===== config.mk =====
export PLATFORM = sky130hd
export DESIGN_NAME = pc_sequencer
export DESIGN_NICKNAME = d
export VERILOG_FILES = /design/src/rtl/pc_sequencer.sv
export SDC_FILE = /design/constraint.sdc
export NUM_CORES = 1
export LEC_CHECK = 0
export CAP_MARGIN = 20
export CORE_AREA = 5 5 103 105
export DETAILED_ROUTE_END_ITERATION = 10
export DIE_AREA = 0 0 108 110
export GPL_TIMING_DRIVEN = 0
export PLACE_DENSITY_LB_ADDON = 0.2
export SYNTH_ARGS = -nofsm -noshare
export SYNTH_HDL_FRONTEND = slang
export SYNTH_SLANG_ARGS = --single-unit

===== constraint.sdc =====
create_clock -name clk -period 2.4 [get_ports clk]
set_input_delay 0.36 -clock clk [delete_from_list [all_inputs] [get_ports clk]]
set_output_delay 0.36 -clock clk [all_outputs]
set_load 0.01 [all_outputs]

===== src/rtl/pc_sequencer.sv =====
// Fetch/PC control sequencer: drives PC commands, issues fetch requests with a
// bounded wait for acknowledge, and applies pending jumps after each fetch.
module pc_sequencer #(
  parameter int ANCHO   = 32,
  parameter int TIMEOUT = 15
) (
  input  logic             clk,
  input  logic             reset,
  input  logic             start_i,
  input  logic             stall_i,
  input  logic             jump_req_i,
  input  logic [ANCHO-1:0] jump_addr_i,
  input  logic [ANCHO-1:0] pc_val_i,
  input  logic             mem_ack_i,
  output logic [1:0]       pc_op_o,
  output logic [ANCHO-1:0] pc_target_o,
  output logic             mem_req_o,
  output logic [ANCHO-1:0] fetch_addr_o,
  output logic             instr_valid_o,
  output logic             busy_o,
  output logic             error_o
);

  localparam logic [2:0] S_IDLE    = 3'd0;
  localparam logic [2:0] S_CLEAR   = 3'd1;
  localparam logic [2:0] S_FETCH   = 3'd2;
  localparam logic [2:0] S_ADVANCE = 3'd3;
  localparam logic [2:0] S_JUMP    = 3'd4;
  localparam logic [2:0] S_ERROR   = 3'd5;

  localparam logic [1:0] OP_CLEAR = 2'b00;
  localparam logic [1:0] OP_HOLD  = 2'b01;
  localparam logic [1:0] OP_INC   = 2'b10;
  localparam logic [1:0] OP_LOAD  = 2'b11;

  localparam logic [7:0] TIMEOUT_LIMIT = 8'(TIMEOUT);

  logic [2:0]       state;
  logic [2:0]       state_next;
  logic [7:0]       timer;
  logic             jump_pending;
  logic [ANCHO-1:0] jump_addr_q;
  logic [ANCHO-1:0] target_q;
  logic             instr_valid_q;

  logic fetch_done;
  logic timed_out;
  logic issuing_jump;
  logic sample_jump;

  assign fetch_done   = (state == S_FETCH) && mem_ack_i;
  assign timed_out    = (state == S_FETCH) && !mem_ack_i && ((timer + 8'd1) == TIMEOUT_LIMIT);
  assign issuing_jump = (state == S_JUMP) && !stall_i;
  assign sample_jump  = jump_req_i &&
                        ((state == S_FETCH) || (state == S_ADVANCE) || (state == S_JUMP));

  // start_i restarts from any state; a jump requested alongside the ack still counts
  always_comb begin
    state_next = state;
    if (start_i) begin
      state_next = S_CLEAR;
    end else begin
      case (state)
        S_IDLE:    state_next = S_IDLE;
        S_CLEAR:   state_next = S_FETCH;
        S_FETCH: begin
          if (mem_ack_i)
            state_next = (jump_pending || jump_req_i) ? S_JUMP : S_ADVANCE;
          else if (timed_out)
            state_next = S_ERROR;
        end
        S_ADVANCE: if (!stall_i) state_next = S_FETCH;
        S_JUMP:    if (!stall_i) state_next = S_FETCH;
        S_ERROR:   state_next = S_ERROR;
        default:   state_next = S_IDLE;
      endcase
    end
  end

  always_ff @(posedge clk or posedge reset) begin
    if (reset)
      state <= S_IDLE;
    else
      state <= state_next;
  end

  always_ff @(posedge clk or posedge reset) begin
    if (reset)
      timer <= 8'd0;
    else if (start_i || (state == S_CLEAR))
      timer <= 8'd0;
    else if (state == S_FETCH)
      timer <= mem_ack_i ? 8'd0 : timer + 8'd1;
  end

  // A request arriving in the cycle a jump is issued is re-latched for the next one
  always_ff @(posedge clk or posedge reset) begin
    if (reset) begin
      jump_pending <= 1'b0;
      jump_addr_q  <= '0;
    end else if (start_i || (state == S_CLEAR)) begin
      jump_pending <= 1'b0;
    end else if (sample_jump) begin
      jump_pending <= 1'b1;
      jump_addr_q  <= jump_addr_i;
    end else if (issuing_jump) begin
      jump_pending <= 1'b0;
    end
  end

  always_ff @(posedge clk or posedge reset) begin
    if (reset) begin
      target_q      <= '0;
      instr_valid_q <= 1'b0;
    end else begin
      if (issuing_jump)
        target_q <= jump_addr_q;
      instr_valid_q <= fetch_done;
    end
  end

  always_comb begin
    pc_op_o = OP_HOLD;
    case (state)
      S_CLEAR:   pc_op_o = OP_CLEAR;
      S_ADVANCE: pc_op_o = stall_i ? OP_HOLD : OP_INC;
      S_JUMP:    pc_op_o = stall_i ? OP_HOLD : OP_LOAD;
      default:   pc_op_o = OP_HOLD;
    endcase
  end

  assign pc_target_o   = (state == S_JUMP) ? jump_addr_q : target_q;
  assign mem_req_o     = (state == S_FETCH);
  assign fetch_addr_o  = pc_val_i;
  assign instr_valid_o = instr_valid_q;
  assign busy_o        = (state != S_IDLE) && (state != S_ERROR);
  assign error_o       = (state == S_ERROR);

endmodule

After elaboration in Yosys (flattened, before gate mapping)

Cells that the tools add are included.

Reductions and logical operators: 18
Muxes and demuxes: 16
$add $sub $neg: 1
Bitwise operators: 1
Equal/unequal tests: 9

Operators by type and width:

| cell                | count |
|---|---|
| $mux 32             | 1 |
| $mux 8              | 3 |
| $mux 3              | 5 |
| $pmux 3 s4          | 1 |
| $add 8x1->8 const B | 1 |
| $eq 8x4->1 const B  | 1 |
| $eq 3x2->1 const B  | 2 |
| $eq 3x3->1 const B  | 2 |
| $logic_and 1x1->1   | 6 |
| $ne 3x3->1 const B  | 2 |
| $pmux 2 s3          | 1 |
| $reduce_bool 3->1   | 2 |
| $logic_or 1x1->1    | 4 |
| $mux 2              | 2 |
| $ne 4x3->1 const B  | 1 |
| $reduce_and 2->1    | 2 |
| $eq 3x1->1 const B  | 1 |
| $mux 1              | 3 |
| $logic_not 1->1     | 2 |
| $reduce_bool 2->1   | 1 |
| $reduce_or 2->1     | 1 |
| $not 1->1           | 1 |

Input port bits: 70
Output and inout bits: 70
Logic and storage cells: 51
Bits in registers: 77

Longest topological paths before layout

Gate-level depths: netlist (run 1).

Word-level depth: 7
Gate-level depth with buffers: 7

Worst setup path after synthesis (run 1)

Ideal clock, no wire load.

Kind: reg-to-output
Start: reg state[1]
End: out pc_target_o[10]
Data required time: 2.040 ns
Path buffers: 3
Path slack: 0.505 ns
Cell stages (with the launch flop): 6
Arrival time: 1.535 ns
Cell sequence: dfrtp_1 buf_6 nor3b_2 buf_4 clkbuf_1 mux2_2

Longest elaborated chain between the ends: 2

Ends and longest elaborated chain:

| what                     | RTL line | text |
|---|---|---|
| start: declaration       | 38       | `logic [2:0] state;` |
| start signal: assignment | 84       | `state <= state_next;` |
| $eq 3x3->1               | 132      | `assign pc_target_o = (state == S_JUMP) ? jump_addr_q : target_q;` |
| $mux 32                  | 132      |  |
| end: declaration         | 16       | `output logic [ANCHO-1:0] pc_target_o,` |

No other way between the ends.

Worst setup path in the final report (run 1)

Start: reg state[0]
End: out pc_target_o[30]

The elaborated chain is that of the path after synthesis.

==> summary.txt, run 1 <==
Outcome
  – Status: completed

Clocking
  – CTS H-tree depth: 3
  – CTS clock-pin slew for the worst setup and hold paths: 80 ps
  – Clock buffer depth: 2
  – Root Driver: clkbuf_8
  – Worst-skew pair later-pin latency: 340 ps
  – Hold_buf cts: 0
  – CTS sink count: 77
  – CTS tree: built
  – CTS buffer count: 9

Floorplan
  – IO Pins: 140
  – Initial core utilization: 0.4037
  – Core Area: 9549 um^2
  – Die Span X: 108 um
  – Std cell rows: 36
  – Die span in y: 110 um
  – Die Area: 11,880 um^2

GRT
  – Gr usage total: 0.1450
  – Initial antenna violation count: 0
  – Met3 Usage GRT: 0.05183
  – GR peak layer: met2
  – GR Layer Usage met2: 0.2442
  – Met1 usage: 0.1788
  – First-pass GRT wire length: 13.57 mm
  – Vias in the first global route: 2,793
  – Largest net degree at the start of global routing: 70
  – GRT Residual Overflow: 0

Timing
  – Unrepaired setup endpoints after global routing: no
  – Worst Clk Skew: 8.735 ps
  – Tcrit/Tclk final: 0.9615
  – Min cycle time layout: 2308 ps
  – Final setup fails: 0
  – Pins Over Slew Limit: 0
  – Final setup margin: 92.35 ps
  – Final TNS setup: 0 ps
  – Worst slew margin: 0.6414
  – Worst-Margin Slew: 534.4 ps
  – Final hold vios: 0
  – Fmax: 433.3 MHz

Synth
  – Top cells by area, synth: dfrtp_1 50%, mux2_2 28%, buf_4 6.4%
  – Top cell type's share of synthesized area: 0.4998
  – EDFF count, synth: 0
  – #FFs+latches synth: 77
  – Most frequent cell after synthesis: mux2_2
  – Dominant synthesized flop cell: dfrtp_1
  – Cell accounting for the most synthesized area: dfrtp_1
  – Post-synth cell types: 40
  – Post-synth ARST share: 1.000
  – Warnings, synthesis: 0
  – Syn Inst Count: 303
  – Seq/Total Area, Yosys: 0.4998
  – Synthesized Nets: 375
  – Syn_area_per_cell: 12.72 um^2
  – Top cells by count, synth: 95 x mux2_2, 77 x dfrtp_1, 33 x buf_4, 12 x o21ai_0, 11 x nand2_1
  – Mapped cell area: 3855 um^2

Route
  – Via count: 2,671
  – TritonRoute pass-1 iters: 4
  – WL per Instance: 15.39 um
  – Vias per inst: 4.719
  – 1st-iter DRT viols: 103
  – DRT Wirelength: 8.711 mm
  – Post-route ant nets: 0
  – Post-route DRC: 0

Cells and area
  – FF+latch area: 1929 um^2
  – Synth-to-Final Area Change: 38.98%
  – Core Util, Final: 0.5611
  – FILL cells: 835
  – Share of layout cells above drive strength 1: 0.4457
  – Nets@finish: 500
  – Multi-input logic area: 1603 um^2
  – # diodes: 0

Pwr
  – Total chip power: 5.330 mW
  – Peak supply drop: 0.5679 mV
  – PwrDens: 994.9 nW/um^2
  – Leakage power: 2.448 nW

Worst setup path
  – WP data arrival: 1950 ps
  – CP top delay family: buffers and inverters
  – Max FO, Critical Path: 8
  – Cells on worst reg2reg path: 6
  – Setup Crit Path Kind: reg2out
  – Critical Path End Type: output port
  – Slowest stage delay, CP: 480 ps
  – Reg2Reg Launch Point: state[2]$_DFFE_PP0P_
  – Required time worst endpoint: 2040 ps
  – Worst setup path startpoint: state[0]$_DFFE_PP0P_
  – Crit path max-delay cell type: dfrtp_2
  – Setup crit start kind: register
  – FF-to-FF setup slack: 210 ps
  – Critical path cell sequence: nor3b_4 > buf_6 > buf_8 > mux2_2 > clkdlybuf4s15_1
  – CP Buf/Inv Count: 3
  – Worst reg2reg path endpoint: jump_addr_q[8]$_DFFE_PP0P_

Place
  – Port bufs: 107
  – DP HPWL: 6.144 mm
  – Gpl congestion: 0.8533
  – Dpl ws: -205.7 ps

Min path
  – Tightest Hold Check Type: in2async

Flow run
  – Max-cap violations: 0
==> how the worst max path moves through the flow <==
stage / slack, ps / to / cells after the start
floorplan: 70 / instr_valid_o$_DFF_PP0_ / 1
global placement: -1260 / target_q[27]$_DFFE_PP0P_ / 2
detailed placement: -210 / pc_target_o[30] / 6
CTS: -20 / pc_target_o[10] / 6
global route: 0.8 / pc_target_o[14] / 6
finish: 90 / pc_target_o[30] / 5
==> power breakdown <==
group | switching (mW) | internal (mW)
clock | 0.460 | 0.507
combinational | 0.877 | 1.33
sequential | 0.323 | 1.83
total | 1.66 | 3.67
==> layout make-up <==
| type | instances | area share |
|---|---|---|
| Clock inverter | 4 | 0.008874 |
| Inverter | 4 | 0.003269 |
| Multi-Input combinational cell | 176 | 0.2992 |
| Sequential cell | 77 | 0.3601 |
| Timing Repair Buffer | 114 | 0.2029 |
| Tap cell | 133 | 0.03106 |
| Clock buffer | 12 | 0.02709 |
| Buffer | 46 | 0.06749 |
==> state kept, by name (all words and copies together) (netlist names) <==
signal	cells
timer	8
instr_valid_o	1
target_q	32
jump_addr_q	32
jump_pending	1
state	3
==> logic make-up (layout without fill, tap and decap cells) <==
| kind of cell | after synthesis | count (layout) | share of synthesized area |
|---|---|---|---|
| mux | 99 | 99 | 0.2895 |
| flops | 77 | 77 | 0.4998 |
| buf+inv | 50 | 180 | 0.08698 |
| simple gates | 45 | 45 | 0.06784 |
| compound gates | 27 | 27 | 0.04252 |
| xor+xnor | 3 | 3 | 0.006817 |
| fa+ha+maj | 2 | 2 | 0.006490 |
==> timing repair <==
action,4_1_cts,5_1_grt
setup buffers,2,0
endpoints found under the setup margin,32,34
resized for setup,43,66
pin swaps,0,1
hold endpoints to repair,0,0
gates cloned,0,4
==> per-layer routing <==
layer	wire length (um)	up-vias
li1	-	1275
met1	3642	1307
met3	602	8
met2	4396	81
met5	0	-
met4	70	0
==> stage by stage <==
stage	cells	area (um^2)	hold WS, ps
4_1_cts	562	5323	246.1
3_3_place_gp	543	5092	467.8
6_report	566	5358	258.9
3_5_place_dp	544	5122	479.7
5_1_grt	566	5358	265.3
2_1_floorplan	303	3855	454.1
==> layout by cell type (no fill, tap or decap), types with 2 or more instances in the layout <==
cell type         n
and3_1            3
mux2i_1           2
dfrtp_2           2
ha_1              2
clkdlybuf4s50_1  74
clkdlybuf4s15_1   9
o31ai_1           4
a31oi_1           2
nand2_1          11
nand3_1           3
xnor2_1           2
buf_6             5
mux2_4            2
dfrtp_1          75
clkinv_2          2
clkbuf_16         3
clkbuf_1          4
nor2_1           10
inv_1             3
a21oi_1           3
o21ai_0          12
clkbuf_2         23
buf_4            33
mux2_2           94
clkbuf_8         10
nor2b_1           5
buf_8             2
buf_2             6
o21bai_1          2
Note: power is estimated with default switching activity, not from simulation.
==> run 2, diff against run 1 <==
==> constraint.sdc (replaced) <==
create_clock -name clk -period 1.85 [get_ports clk]
set_input_delay 0.2775 -clock clk [delete_from_list [all_inputs] [get_ports clk]]
set_output_delay 0.2775 -clock clk [all_outputs]
set_load 0.01 [all_outputs]
==> run 2 against run 1 <==
The flow now finishes with violations (negative setup slack). Wire length rose by 16%. Critical path depth up 1. Final cell count is 6.7% higher. Worst hold slack improved by 62 ps. Clock-buffer cell count down 2. Clock skew increased by 0.81 ps. Register-to-register slack got worse by 460 ps. First-iteration DRC count decreased by 28%. Core utilization increased by 9.6 points.
==> summary.txt, run 2 (synthesized netlist as in run 1, its figures left out) <==
Route
  – Post-route ant nets: 0 (unchanged)
  – Vias per inst: 4.821 (+2.2%)
  – TritonRoute pass-1 iters: 4 (unchanged)
  – Post-route DRC: 0 (unchanged)
  – WL per Instance: 16.73 um (+8.7%)
  – Wire length on met1: 4.269 mm (+17%)
  – Via count: 2,912 (+9.0%)
  – Uppermost layer routed: met4
  – Met3 routed WL: 691 um (+15%)
  – DRT Wirelength: 10.11 mm (+16%)
  – 1st-iter DRT viols: 74 (-28%)
  – DR WL met2: 5.028 mm (+14%)

Floorplan
  – Initial core utilization: 0.4037 (unchanged)
  – Die Span X: 108 um (unchanged)
  – Std cell rows: 36 (unchanged)
  – Core Area: 9549 um^2 (unchanged)
  – IO Pins: 140 (unchanged)
  – Die span in y: 110 um (unchanged)
  – Die Area: 11,880 um^2 (unchanged)

Worst setup path
  – Required time worst endpoint: 1570 ps (-470 ps)
  – Setup Crit Path Kind: reg2out
  – Setup crit start kind: register
  – Critical Path End Type: output port
  – Worst setup path startpoint: state[0]$_DFFE_PP0P_
  – Worst reg2reg path endpoint: target_q[21]$_DFFE_PP0P_
  – Critical path cell sequence: nor3b_4 > buf_6 > clkbuf_8 > buf_6 > mux2_4 > buf_6
  – WP data arrival: 1880 ps (-70 ps)
  – Slowest stage delay, CP: 450 ps (-30 ps)
  – Most frequent CP cell: buf_6
  – Crit path max-delay cell type: dfrtp_2
  – End of the critical path: pc_target_o[25]
  – Max FO, Critical Path: 7 (-1)
  – Cells on worst reg2reg path: 10 (+4)
  – FF-to-FF setup slack: -250 ps (-460 ps)
  – Reg2Reg Launch Point: state[0]$_DFFE_PP0P_

Clocking
  – CTS H-tree depth: 3 (unchanged)
  – CTS sink count: 77 (unchanged)
  – Clock buffer depth: 2 (unchanged)
  – Worst-skew pair later-pin latency: 340 ps (about the same)
  – CTS buffer count: 9 (unchanged)
  – CTS tree: built
  – Root Driver: clkbuf_8
  – CTS clock-pin slew for the worst setup and hold paths: 80 ps (about the same)

Outcome
  – Status: finished, violations left
  – Failing checks: negative setup slack

Pwr
  – Total chip power: 8.284 mW (+55%)
  – Clock power frac: 0.151 (-0.030)
  – Internal power: 5.753 mW (+57%)
  – Comb pwr share: 0.505 (+0.091)
  – Net switching share of the total power: 0.3055 (-0.005807)
  – Leakage power: 2.906 nW (+19%)
  – PwrDens: 1320 nW/um^2 (+33%)
  – Switching power: 2.531 mW (+53%)
  – Peak supply drop: 0.7350 mV (+29%)
  – Sequential share of power: 0.344 (-0.060)

GRT
  – GRT Residual Overflow: 0 (unchanged)
  – First-pass GRT wire length: 15.60 mm (+15%)
  – Largest net degree at the start of global routing: 42 (-40%)
  – Initial antenna violation count: 0 (unchanged)
  – Vias in the first global route: 3,111 (+11%)
  – Gr usage total: 0.1673 (+0.02235)

Cells and area
  – Commonest non-fill, non-tap cells in the layout: 75 x dfrtp_1, 70 x clkdlybuf4s50_1, 57 x mux2_4, 52 x buf_4, 51 x buf_6
  – FILL cells: 714 (-14%)
  – Synth-to-Final Area Change: 62.77%
  – Largest regs: jump_addr_q (32), target_q (32), timer (8)
  – Nets@finish: 538 (+7.6%)
  – Most common cell after layout, fill and taps aside: dfrtp_1
  – # diodes: 0 (unchanged)
  – Fin area: 6275 um^2 (+17%)
  – Share of layout cells above drive strength 1: 0.5584 (+0.1127)

Timing
  – Pins Over Slew Limit: 0 (unchanged)
  – Final hold vios: 0 (unchanged)
  – Worst-Margin Slew: 393.6 ps (-140.7 ps)
  – Worst slew margin: 0.7367 (+0.09540)
  – Unrepaired setup endpoints after global routing: yes
  – Tcrit/Tclk final: 1.168
  – Final setup margin: -311.5 ps (-403.8 ps)
  – Min cycle time layout: 2161 ps
  – Worst Clk Skew: 9.548 ps (+0.8137 ps)
  – Fmax: 462.6 MHz
  – Final setup fails: 102 (+102)
  – Final TNS setup: -15,730 ps (-15,730 ps)
  – Fin Hold WS: 320.8 ps (+61.89 ps)

Place
  – Dpl cell area: 5136 um^2 (+0.27%)
  – Port bufs: 107 (unchanged)
  – DP HPWL: 6.266 mm (+2.0%)
  – Gpl congestion: 0.7689 (-9.9%)

Min path
  – Tightest Hold Check Type: in2async

Flow run
  – Max-cap violations: 0 (unchanged)
[run 2: cell count changes in the layout (fill, tap and decap cells not counted), sizes merged, moves of 2 or more]
cell           previous run  this run
clkdlybuf4s50            74        70
clkinvlp                  1         3
buf                      48       120
clkbuf                   40        17
clkdlybuf4s15             9         0
[run 2: how the worst min path moves through the flow]
| stage | startpoint | to | slack (ps) | cells past startpoint |
|---|---|---|---|---|
| global placement | target_q[27]$_DFFE_PP0P_ | target_q[27]$_DFFE_PP0P_ | 470 | 1 |
| global route | reset | instr_valid_o$_DFF_PP0_ | 340 | 3 |
| floorplan | mem_ack_i | instr_valid_o$_DFF_PP0_ | 410 | 1 |
| CTS | reset | timer[5]$_DFFE_PP0P_ | 320 | 3 |
| detailed placement | target_q[27]$_DFFE_PP0P_ | target_q[27]$_DFFE_PP0P_ | 480 | 1 |
| finish | reset | instr_valid_o$_DFF_PP0_ | 320 | 3 |
[run 2: cell type report]
cell class / instances / area [um^2] / share of cell area
Multi-Input combinational cell: 177 / 1899 / 0.3027
Inverter: 4 / 21.27 / 0.003390
Timing Repair Buffer: 154 / 1634 / 0.2604
Buffer: 43 / 432.9 / 0.06899
Clock inverter: 6 / 63.81 / 0.01017
Sequential cell: 77 / 1929 / 0.3075
Tap cell: 133 / 166.4 / 0.02652
Clock buffer: 10 / 127.6 / 0.02034
[run 2: routing by layer]
metal / vias up / track usage
met5: - / 0
met4: 0 / 0.05681
met3: 10 / 0.04368
met2: 87 / 0.2802
met1: 1460 / 0.2115
li1: 1355 / -
[run 2: worst max-delay path: cells and delay by family (launching register included)]
family / cells / cell delay, ps
buffers and inverters: 4 / 560
flip-flops: 1 / 450
multiplexers: 1 / 300
AND/OR/NAND/NOR: 1 / 210
[run 2: power by group through the flow]
stage	combinational, mW	sequential [mW]	clock, mW
after CTS	3.99	2.80	1.28
after floorplan	1.81	2.69	0
after global placement	3.01	2.77	0
after global routing	4.46	2.94	1.36
final	4.18	2.85	1.25
after detailed placement	3.05	2.82	0
[run 2: metrics by stage]
| step | setup WS, ps | utilization | instances |
|---|---|---|---|
| after global placement | -675.0 | 0.5337 | 543 |
| after floorplan | 37.45 | - | 303 |
| after global routing | -370.5 | 0.6571 | 604 |
| after CTS | -416.8 | 0.6357 | 599 |
| final | -311.5 | 0.6571 | 604 |
| after detailed placement | -680.3 | 0.5379 | 545 |
[run 2: what timing repair did]
action	4_1_cts	5_1_grt
gates cloned	5	2
gates resized for setup	283	47
setup endpoints to repair	101	110
setup buffers	34	8
pin swaps	3	5
hold buffers	0	0
